--- config.mk ---
export PLATFORM = sky130hd
export DESIGN_NAME = lru_set_ctrl
export DESIGN_NICKNAME = d
export VERILOG_FILES = /design/src/rtl/lru_set_ctrl.sv
export SDC_FILE = /design/constraint.sdc
export NUM_CORES = 1
export LEC_CHECK = 0
export ABC_AREA = 1
export ABC_CLOCK_PERIOD_IN_PS = 5600
export CAP_MARGIN = 15
export CORE_ASPECT_RATIO = 1.1
export CORE_MARGIN = 1
export CORE_UTILIZATION = 57
export CTS_CLUSTER_DIAMETER = 40
export DETAILED_ROUTE_END_ITERATION = 7
export PLACE_DENSITY_LB_ADDON = 0.08
export SLEW_MARGIN = 10
export SYNTH_ARGS = -nofsm -noshare
export SYNTH_HDL_FRONTEND = slang
export SYNTH_SLANG_ARGS = --single-unit
--- constraint.sdc ---
create_clock -name clk -period 5.6 [get_ports clk]
set_input_delay 1.12 -clock clk [delete_from_list [all_inputs] [get_ports clk]]
set_output_delay 1.12 -clock clk [all_outputs]
set_load 0.01 [all_outputs]
--- src/rtl/lru_set_ctrl.sv ---
// lru_set_ctrl
// Tag-match and replacement-state controller for one 4-way set-associative
// cache. Owns the tag, valid and used-bit arrays, resolves each lookup to a
// hit or a fill, and asks an external victim picker for a way when the
// addressed set is full.
//
// Ports:
//   clk, reset                  rising-edge clock, async active-high reset
//   req_valid/req_ready         lookup request handshake (ready = idle)
//   req_index, req_tag          set index and tag of the lookup
//   rsp_valid                   one-cycle response pulse
//   rsp_hit, rsp_way            hit flag and way hit or filled
//   rsp_evict, rsp_evict_tag    filled way held a valid line, and its tag
//   pick_valid, pick_state      victim request and the set's used vector
//   pick_done, pick_way         victim returned by the picker
//   pick_err                    pulse: returned victim had its used bit set
module lru_set_ctrl #(
    parameter int SETS  = 16,
    parameter int IDX_W = 4,
    parameter int TAG_W = 8
) (
    input  logic             clk,
    input  logic             reset,
    input  logic             req_valid,
    output logic             req_ready,
    input  logic [IDX_W-1:0] req_index,
    input  logic [TAG_W-1:0] req_tag,
    output logic             rsp_valid,
    output logic             rsp_hit,
    output logic [1:0]       rsp_way,
    output logic             rsp_evict,
    output logic [TAG_W-1:0] rsp_evict_tag,
    output logic             pick_valid,
    output logic [3:0]       pick_state,
    input  logic             pick_done,
    input  logic [1:0]       pick_way,
    output logic             pick_err
);

    typedef enum logic [1:0] {
        ST_IDLE   = 2'd0,
        ST_LOOKUP = 2'd1,
        ST_PICK   = 2'd2,
        ST_RESP   = 2'd3
    } state_t;

    // Lowest-numbered set bit; callers guarantee at least one bit is set.
    function automatic logic [1:0] lowest_one(input logic [3:0] v);
        logic [1:0] w;
        if (v[0])      w = 2'd0;
        else if (v[1]) w = 2'd1;
        else if (v[2]) w = 2'd2;
        else           w = 2'd3;
        return w;
    endfunction

    // Mark way w used; a vector that would become all-ones collapses to
    // just w, so a stored vector always keeps at least one zero bit.
    function automatic logic [3:0] used_update(input logic [3:0] used, input logic [1:0] w);
        logic [3:0] one_hot;
        logic [3:0] n;
        one_hot = 4'b0001 << w;
        n       = used | one_hot;
        if (n == 4'b1111) n = one_hot;
        else              n = n;
        return n;
    endfunction

    state_t           state_r;
    logic [TAG_W-1:0] tag_mem_r [SETS][4];
    logic [3:0]       valid_r   [SETS];
    logic [3:0]       used_r    [SETS];

    logic [IDX_W-1:0] idx_r;
    logic [TAG_W-1:0] tag_r;
    // LOOKUP takes two cycles: the first registers the compare results and
    // the set's state, the second acts on them.
    logic             cmp_done_r;
    logic [3:0]       match_r;
    logic [3:0]       set_valid_r;
    logic [3:0]       set_used_r;

    logic [3:0]       match_s;
    logic [1:0]       hit_way_s;
    logic [1:0]       inv_way_s;
    logic             pick_bad_s;
    logic [1:0]       fix_way_s;
    logic             lookup_fill_s;
    logic             pick_fill_s;
    logic             tag_we_s;
    logic [1:0]       tag_wway_s;

    // Tag compare, way selection and tag-array write decode.
    always_comb begin
        match_s = 4'b0000;
        for (int w = 0; w < 4; w++) begin
            match_s[w] = valid_r[idx_r][w] && (tag_mem_r[idx_r][w] == tag_r);
        end
        hit_way_s  = lowest_one(match_r);
        inv_way_s  = lowest_one(~set_valid_r);
        pick_bad_s = set_used_r[pick_way];
        if (pick_bad_s) fix_way_s = lowest_one(~set_used_r);
        else            fix_way_s = pick_way;
        lookup_fill_s = (state_r == ST_LOOKUP) && cmp_done_r &&
                        (match_r == 4'b0000) && !(&set_valid_r);
        pick_fill_s   = (state_r == ST_PICK) && pick_done;
        tag_we_s      = lookup_fill_s || pick_fill_s;
        if (pick_fill_s) tag_wway_s = fix_way_s;
        else             tag_wway_s = inv_way_s;
    end

    // Tag storage; contents are don't-care after reset, validity lives in valid_r.
    always_ff @(posedge clk) begin
        if (tag_we_s) tag_mem_r[idx_r][tag_wway_s] <= tag_r;
    end

    // Control FSM, valid/used arrays and registered outputs.
    always_ff @(posedge clk or posedge reset) begin
        if (reset) begin
            state_r       <= ST_IDLE;
            req_ready     <= 1'b1;
            rsp_valid     <= 1'b0;
            rsp_hit       <= 1'b0;
            rsp_way       <= 2'd0;
            rsp_evict     <= 1'b0;
            rsp_evict_tag <= '0;
            pick_valid    <= 1'b0;
            pick_state    <= 4'b0000;
            pick_err      <= 1'b0;
            idx_r         <= '0;
            tag_r         <= '0;
            cmp_done_r    <= 1'b0;
            match_r       <= 4'b0000;
            set_valid_r   <= 4'b0000;
            set_used_r    <= 4'b0000;
            for (int s = 0; s < SETS; s++) begin
                valid_r[s] <= 4'b0000;
                used_r[s]  <= 4'b0000;
            end
        end else begin
            // Response fields are pulses: zero unless set below this cycle.
            rsp_valid     <= 1'b0;
            rsp_hit       <= 1'b0;
            rsp_way       <= 2'd0;
            rsp_evict     <= 1'b0;
            rsp_evict_tag <= '0;
            pick_err      <= 1'b0;
            case (state_r)
                ST_IDLE: begin
                    if (req_valid) begin
                        idx_r      <= req_index;
                        tag_r      <= req_tag;
                        cmp_done_r <= 1'b0;
                        req_ready  <= 1'b0;
                        state_r    <= ST_LOOKUP;
                    end
                end
                ST_LOOKUP: begin
                    if (!cmp_done_r) begin
                        match_r     <= match_s;
                        set_valid_r <= valid_r[idx_r];
                        set_used_r  <= used_r[idx_r];
                        cmp_done_r  <= 1'b1;
                    end else if (match_r != 4'b0000) begin
                        used_r[idx_r] <= used_update(set_used_r, hit_way_s);
                        rsp_valid     <= 1'b1;
                        rsp_hit       <= 1'b1;
                        rsp_way       <= hit_way_s;
                        state_r       <= ST_RESP;
                    end else if (lookup_fill_s) begin
                        valid_r[idx_r][inv_way_s] <= 1'b1;
                        used_r[idx_r] <= used_update(set_used_r, inv_way_s);
                        rsp_valid     <= 1'b1;
                        rsp_way       <= inv_way_s;
                        state_r       <= ST_RESP;
                    end else begin
                        pick_valid <= 1'b1;
                        pick_state <= set_used_r;
                        state_r    <= ST_PICK;
                    end
                end
                ST_PICK: begin
                    // set_used_r still mirrors used_r[idx_r]: nothing writes
                    // the arrays while a transaction is in flight.
                    if (pick_done) begin
                        used_r[idx_r] <= used_update(set_used_r, fix_way_s);
                        rsp_valid     <= 1'b1;
                        rsp_way       <= fix_way_s;
                        rsp_evict     <= 1'b1;
                        rsp_evict_tag <= tag_mem_r[idx_r][fix_way_s];
                        pick_err      <= pick_bad_s;
                        pick_valid    <= 1'b0;
                        pick_state    <= 4'b0000;
                        state_r       <= ST_RESP;
                    end
                end
                ST_RESP: begin
                    req_ready <= 1'b1;
                    state_r   <= ST_IDLE;
                end
                default: begin
                    req_ready  <= 1'b1;
                    pick_valid <= 1'b0;
                    pick_state <= 4'b0000;
                    state_r    <= ST_IDLE;
                end
            endcase
        end
    end

endmodule

==> results of run 1 <==
[routing by layer]
metal	track usage (%)	wire (um)	up-vias
met4	17.55	4447	8
met1	45.53	34650	10840
li1	-	-	10160
met2	51.86	40350	1289
met5	0	49	-
met3	6.491	8940	258
[worst max-delay path: stages]
cell	delay, ns
clkdlybuf4s50_1	0.46
nand2_1	0.40
inv_1	0.20
o21ai_0	0.57
nand3_2	0.68
nor2_1	0.76
[stage by stage]
| step | cells | hold slack (ns) | utilization [%] | instance area (um^2) |
|---|---|---|---|---|
| final | 3800 | 0.4487 | 65.74 | 33850 |
| after CTS | 3800 | 0.4518 | 65.74 | 33850 |
| after global routing | 3800 | 0.4662 | 65.74 | 33850 |
| after floorplan | 3040 | 0.4208 | - | 29910 |
| after global placement | 3638 | 0.4313 | 59.76 | 30770 |
| after detailed placement | 3638 | 0.4398 | 59.76 | 30770 |
[final cells by class]
cell class / instances / area, um^2
Clock buffer: 104 / 2367
Clock inverter: 58 / 711.9
Fill cell: 4020 / 17640
Inverter: 106 / 405.4
Multi-Input combinational cell: 2111 / 9121
Sequential cell: 687 / 19790
Tap cell: 667 / 834.6
Timing Repair Buffer: 67 / 620.6
[registers in the layout, summed over array words and instances (netlist names), 2 cells and up]
| name | cells |
|---|---|
| match_r | 4 |
| set_used_r | 4 |
| tag_r | 8 |
| state_r | 2 |
| set_valid_r | 4 |
| valid_r | 64 |
| rsp_way | 2 |
| rsp_evict_tag | 8 |
| pick_state | 4 |
| used_r | 64 |
| tag_mem_r | 512 |
| idx_r | 4 |
[cell families after synthesis]
family | synth area share, %
buffers and inverters | 3.560
and+or+nand+nor | 23.40
DFF | 66.05
adders and majority gates | 0.1673
AOI/OAI and AO/OA | 6.831
[worst max-delay path by stage]
stage	startpoint	end	cells past startpoint
after floorplan	reset	cmp_done_r	1
after global placement	pick_done	tag_mem_r[5][1]	6
after detailed placement	pick_done	tag_mem_r[4][5]	6
after CTS	pick_done	tag_mem_r[7][4]	6
after global routing	state_r[0]	tag_mem_r[5][1]	7
final	pick_done	tag_mem_r[0][3]	6
[Yosys cell counts]
library cell / count
a21oi_4: 2
clkinv_1: 3
buf_2: 66
a211oi_2: 1
o211ai_1: 1
a31oi_2: 1
buf_4: 7
nor2_2: 4
a22o_1: 1
dfrtp_1: 174
a21oi_1: 96
a31o_2: 38
buf_6: 6
dfstp_2: 1
o211ai_2: 1
nand4_1: 34
nand2_4: 3
nor2_4: 3
nand3_1: 39
nand2_2: 26
ha_1: 4
o21bai_1: 2
a22oi_1: 42
inv_4: 1
nand2_1: 1479
inv_2: 15
o21ai_1: 10
nand3_4: 1
inv_1: 87
nor3_1: 8
o21ai_0: 81
a211oi_1: 1
buf_1: 13
o22ai_1: 20
o21ai_2: 1
a31oi_4: 1
o31ai_1: 26
clkbuf_1: 44
nand3_2: 5
nor2_1: 180
edfxtp_1: 512
[power by group]
part	switching, W	internal (W)	total [W]	leakage, nW
Combinational	0.00529	0.00163	0.00693	5.67
Sequential	0.000561	0.00656	0.00712	6.93
Clock	0.00221	0.00361	0.00583	1.47
Total	0.00807	0.0118	0.0199	14.1
==> results.toml, run 1 <==
[run_status]
status = "finished with violations"
violations = "design-rule violations"

[sta]
setup_viol = 0
slew_headroom_pct = 25.33
worstMarginPinSlew_ns = 1.118
timing.final.ws_setup_ns = 1.650
final_hold_viol_count = 0
period_needed_ns = 3.950
period_share_pct = 70.53
drv_slew = 0
rsz0062_at_grt = "no"
skew_ns = 0.01929
finalSetupTns_ns = 0
fmax_mhz = 253.2

[power]
power.density_nw_per_um2 = 587.2
vdd_drop_max_v = 0.0003782
total_power_w = 0.01988
p_leak_nw = 14.06

[clock_network]
cts_buffers = 88
cts_max_level = 3
postCtsSetupBuffers = 0
clock_latency_ns = 0.64
cts_tree = "done"
cts.sinks = 687
cts_root_buf = "clkbuf_16"
postCtsHoldBufs = 0
clock_path_buffers = 3
clk_pin_slew_ns = 0.06
ctsResizeCount = 0

[floorplanning]
core.rowCount = 87
die_area_um2 = 53400
io-pin-count = 38
coreArea_um2 = 51490
die_height_um = 242.3
initial_core_util_pct = 58.09
die-width_um = 220.4

[synthesis]
synthTopCellsByArea = "edfxtp_1 51%, nand2_1 19%, dfrtp_1 15%, nor2_1 2.3%, a21oi_1 1.6%"
syn_area_um2 = 29910
netlist.area_leader.share_pct = 51.40
synth_seq_cells = 687
synth_largest_area_cell = "edfxtp_1"
yosysSeqAreaShare_pct = 66.05
ys_types = 41
syn_inst = 3040
syn_avg_cell_area_um2 = 9.839
syn-num-nets = 3062
yosysWarnings = 0

[final_layout]
layout_commonest_cell = "nand2_1"
drive_above_1_share_pct = 9.448
final_cell_mix = "1479 x nand2_1, 512 x edfxtp_1, 176 x nor2_1"
layout-area-overhead-vs-synth_pct = 13.16
diodes = 0
final_nets = 3083

[job]
max_cap_violations = 0

[drt]
viasPerCell = 5.937
wirelength_um = 88440
postRouteAntennaNets = 0
wl_per_cell_um = 23.27
drc_errors = 5
drt-initial-drc-count = 2640
via_count = 22560
drtPass1Iterations = 7

[worst_setup_path]
critPathMaxFanout = 16
rr_endpoint = "tag_mem_r[0][3]"
worstSetupPathType = "input port to flip-flop"
r2r_slack_ns = 1.73
crit_required_ns = 5.86
startpoint_type = "input port"
worstReg2RegStart = "state_r[0]"
worst-r2r-cell-count = 7
endpoint_kind = "flip-flop"
critPathArrivalTime_ns = 4.21

[placement]
place_congestion = 0.9611
io_buffers = 37
dpl.hpwl_um = 53350
pre_cts_slack_ns = 1.203

[grt]
grt_first_pass_wirelength_um = 131500
first_global_vias = 22190
grt_util_all_layers_pct = 33.71
antenna_found_initial = 5
grt_overflow_total = 0
grt_start_max_net_pins = 176

[hold_path]
worstHoldPathCells = 2
hp-start = "valid_r[14]"
hp-class = "flip-flop to flip-flop"
hold_path_end = "valid_r[14]"
Power figures use the tool's default switching activity.
==> inputs of run 2 (changes only) <==
--- a/config.mk
+++ b/config.mk
@@ -6,11 +6,11 @@
 export NUM_CORES = 1
 export LEC_CHECK = 0
 export ABC_AREA = 1
-export ABC_CLOCK_PERIOD_IN_PS = 5600
+export ABC_CLOCK_PERIOD_IN_PS = 3900
 export CAP_MARGIN = 15
 export CORE_ASPECT_RATIO = 1.1
 export CORE_MARGIN = 1
-export CORE_UTILIZATION = 57
+export CORE_UTILIZATION = 63
 export CTS_CLUSTER_DIAMETER = 40
 export DETAILED_ROUTE_END_ITERATION = 7
 export PLACE_DENSITY_LB_ADDON = 0.08
==> constraint.sdc (replaced) <==
create_clock -name clk -period 3.9 [get_ports clk]
set_input_delay 0.78 -clock clk [delete_from_list [all_inputs] [get_ports clk]]
set_output_delay 0.78 -clock clk [all_outputs]
set_load 0.01 [all_outputs]
==> run 2 against run 1 <==
The run now ends clean. Critical path type is now flip-flop to flip-flop. Critical endpoint is now rsp_evict_tag[1]. Cell count is 0.47% higher. Combinational power up 44%. Sequential share of layout area decreased by 0.74 points.
==> results.toml, run 2 (same netlist as run 1, synthesis figures left out) <==
[placement]
pre_cts_slack_ns = 0.5064
place_congestion = 0.9815
dpl.hpwl_um = 54640
place_inst = 3669
io_buffers = 37

[final_layout]
largest_reg_flops = 512
drive_above_1_share_pct = 11.88
top_regs = "tag_mem_r: 512 flops, used_r: 64 flops, valid_r: 64 flops"
diodes = 0
final_cells = 3818
layout-area-overhead-vs-synth_pct = 14.59
fin_util_pct = 73.34
layout_commonest_cell = "nand2_1"
final_cell_mix = "1479 x nand2_1, 512 x edfxtp_1, 176 x nor2_1"
regMostFlops = "tag_mem_r"
final_nets = 3179

[power]
p_leak_nw = 14.49
vdd_drop_max_v = 0.0004913
power.density_nw_per_um2 = 821.0

[job]
max_cap_violations = 0

[floorplanning]
initial_core_util_pct = 64.01
die-width_um = 209.8
coreArea_um2 = 46730
io-pin-count = 38
die_height_um = 230.5
die_area_um2 = 48350
core.rowCount = 83

[drt]
wl_per_cell_um = 23.00
postRouteAntennaNets = 0
viasPerCell = 6.101
drtPass1Iterations = 6
wirelength_um = 87830
drt-initial-drc-count = 2900
drc_errors = 0
via_count = 23290

[worst_setup_path]
startpoint_type = "flip-flop"
critPathMaxFanout = 29
critPathArrivalTime_ns = 3.62
crit_path_max_incr_delay_ns = 0.71
endpoint_kind = "flip-flop"
worstReg2RegStart = "idx_r[1]"
slowest_stage = "dfrtp_4"
r2r_slack_ns = 0.75
path_cells = "clkinv_2 > nor2_4 > buf_4 > nand2_1 > nand3_1 > nand2_1 > nand2_1 > nor2_1 > o22ai_1 > nor2_1 > nor2_1"
worst-r2r-cell-count = 11
crit_required_ns = 4.38
worstSetupPathType = "flip-flop to flip-flop"
rr_endpoint = "rsp_evict_tag[1]"

[sta]
skew_ns = 0.01560
timing.final.ws_setup_ns = 0.7539
period_needed_ns = 3.146
fmax_mhz = 317.9
period_share_pct = 80.67
slew_headroom_pct = 32.06
finalSetupTns_ns = 0
setup_viol = 0
final_hold_viol_count = 0
rsz0062_at_grt = "no"
worstMarginPinSlew_ns = 1.019
drv_slew = 0
timing.hold.ws_ns = 0.4523

[hold_path]
hp-start = "valid_r[62]"
hold_path_end = "valid_r[62]"
hp-class = "flip-flop to flip-flop"
worstHoldPathCells = 2

[grt]
antenna_found_initial = 1
grt_util_all_layers_pct = 36.98
grt_first_pass_wirelength_um = 132000
grt_start_max_net_pins = 102
first_global_vias = 22560
grt_overflow_total = 0

[run_status]
status = "finished clean"

[clock_network]
cts.sinks = 687
cts_max_level = 3
cts_root_buf = "clkbuf_16"
cts_buffers = 81
clock_path_buffers = 3
postCtsHoldBufs = 0
clock_latency_ns = 0.63
clk_pin_slew_ns = 0.06
postCtsSetupBuffers = 0
ctsResizeCount = 0
cts_tree = "done"
[run 2: cell types whose count changed in the layout (fill, tap and decap cells not counted), sizes merged]
cell      delta
buf        +103
clkinvlp     -3
clkbuf       -3
bufinv       -5
inv          +3
clkinv       -5
[run 2: where the power goes]
group	internal [W]	total, W	switching, W
clock	0.00465	0.00767	0.00302
combinational	0.00256	0.00995	0.00739
sequential	0.00939	0.0105	0.00113
total	0.0166	0.0281	0.0115
[run 2: per-stage QoR]
step	instance area [um^2]	total power, W
floorplan	29910	0.01625
global placement	31500	0.02006
detailed placement	31500	0.02019
CTS	34280	0.02786
global route	34280	0.02922
finish	34280	0.02814
[run 2: area by class of cell]
cell class / count / area [um^2]
Multi-Input combinational cell: 2111 / 9126
Inverter: 106 / 405.4
Sequential cell: 687 / 19780
Tap cell: 595 / 744.5
Fill cell: 3253 / 12460
Clock inverter: 48 / 493.0
Clock buffer: 101 / 2280
Timing Repair Buffer: 170 / 1444
[run 2: worst max path at each step]
stage,start,endpoint,slack (ns),depth (start not counted)
after floorplan,reset,cmp_done_r,0.88,1
after global routing,idx_r[1],rsp_evict_tag[1],0.69,11
after detailed placement,pick_way[0],tag_mem_r[14][17],0.51,12
final,idx_r[1],rsp_evict_tag[1],0.75,11
after global placement,pick_way[0],tag_mem_r[8][21],0.59,14
after CTS,idx_r[0],tag_mem_r[2][4],0.92,6
[run 2: worst max-delay path, delay by kind of cell, from the launching register on]
kind | cells | cell delay (ns)
simple gates | 8 | 1.43
flops | 1 | 0.71
compound gates | 1 | 0.18
buf+inv | 2 | 0.65
[run 2: layer usage]
| metal | part of all wire [%] | GRT usage [%] | vias to the layer above |
|---|---|---|---|
| li1 | - | - | 10340 |
| met1 | 37 | 49.11 | 11120 |
| met2 | 45 | 58.11 | 1557 |
| met3 | 12 | 7.591 | 273 |
| met4 | 5.2 | 19.23 | 0 |
| met5 | 0 | 0 | - |
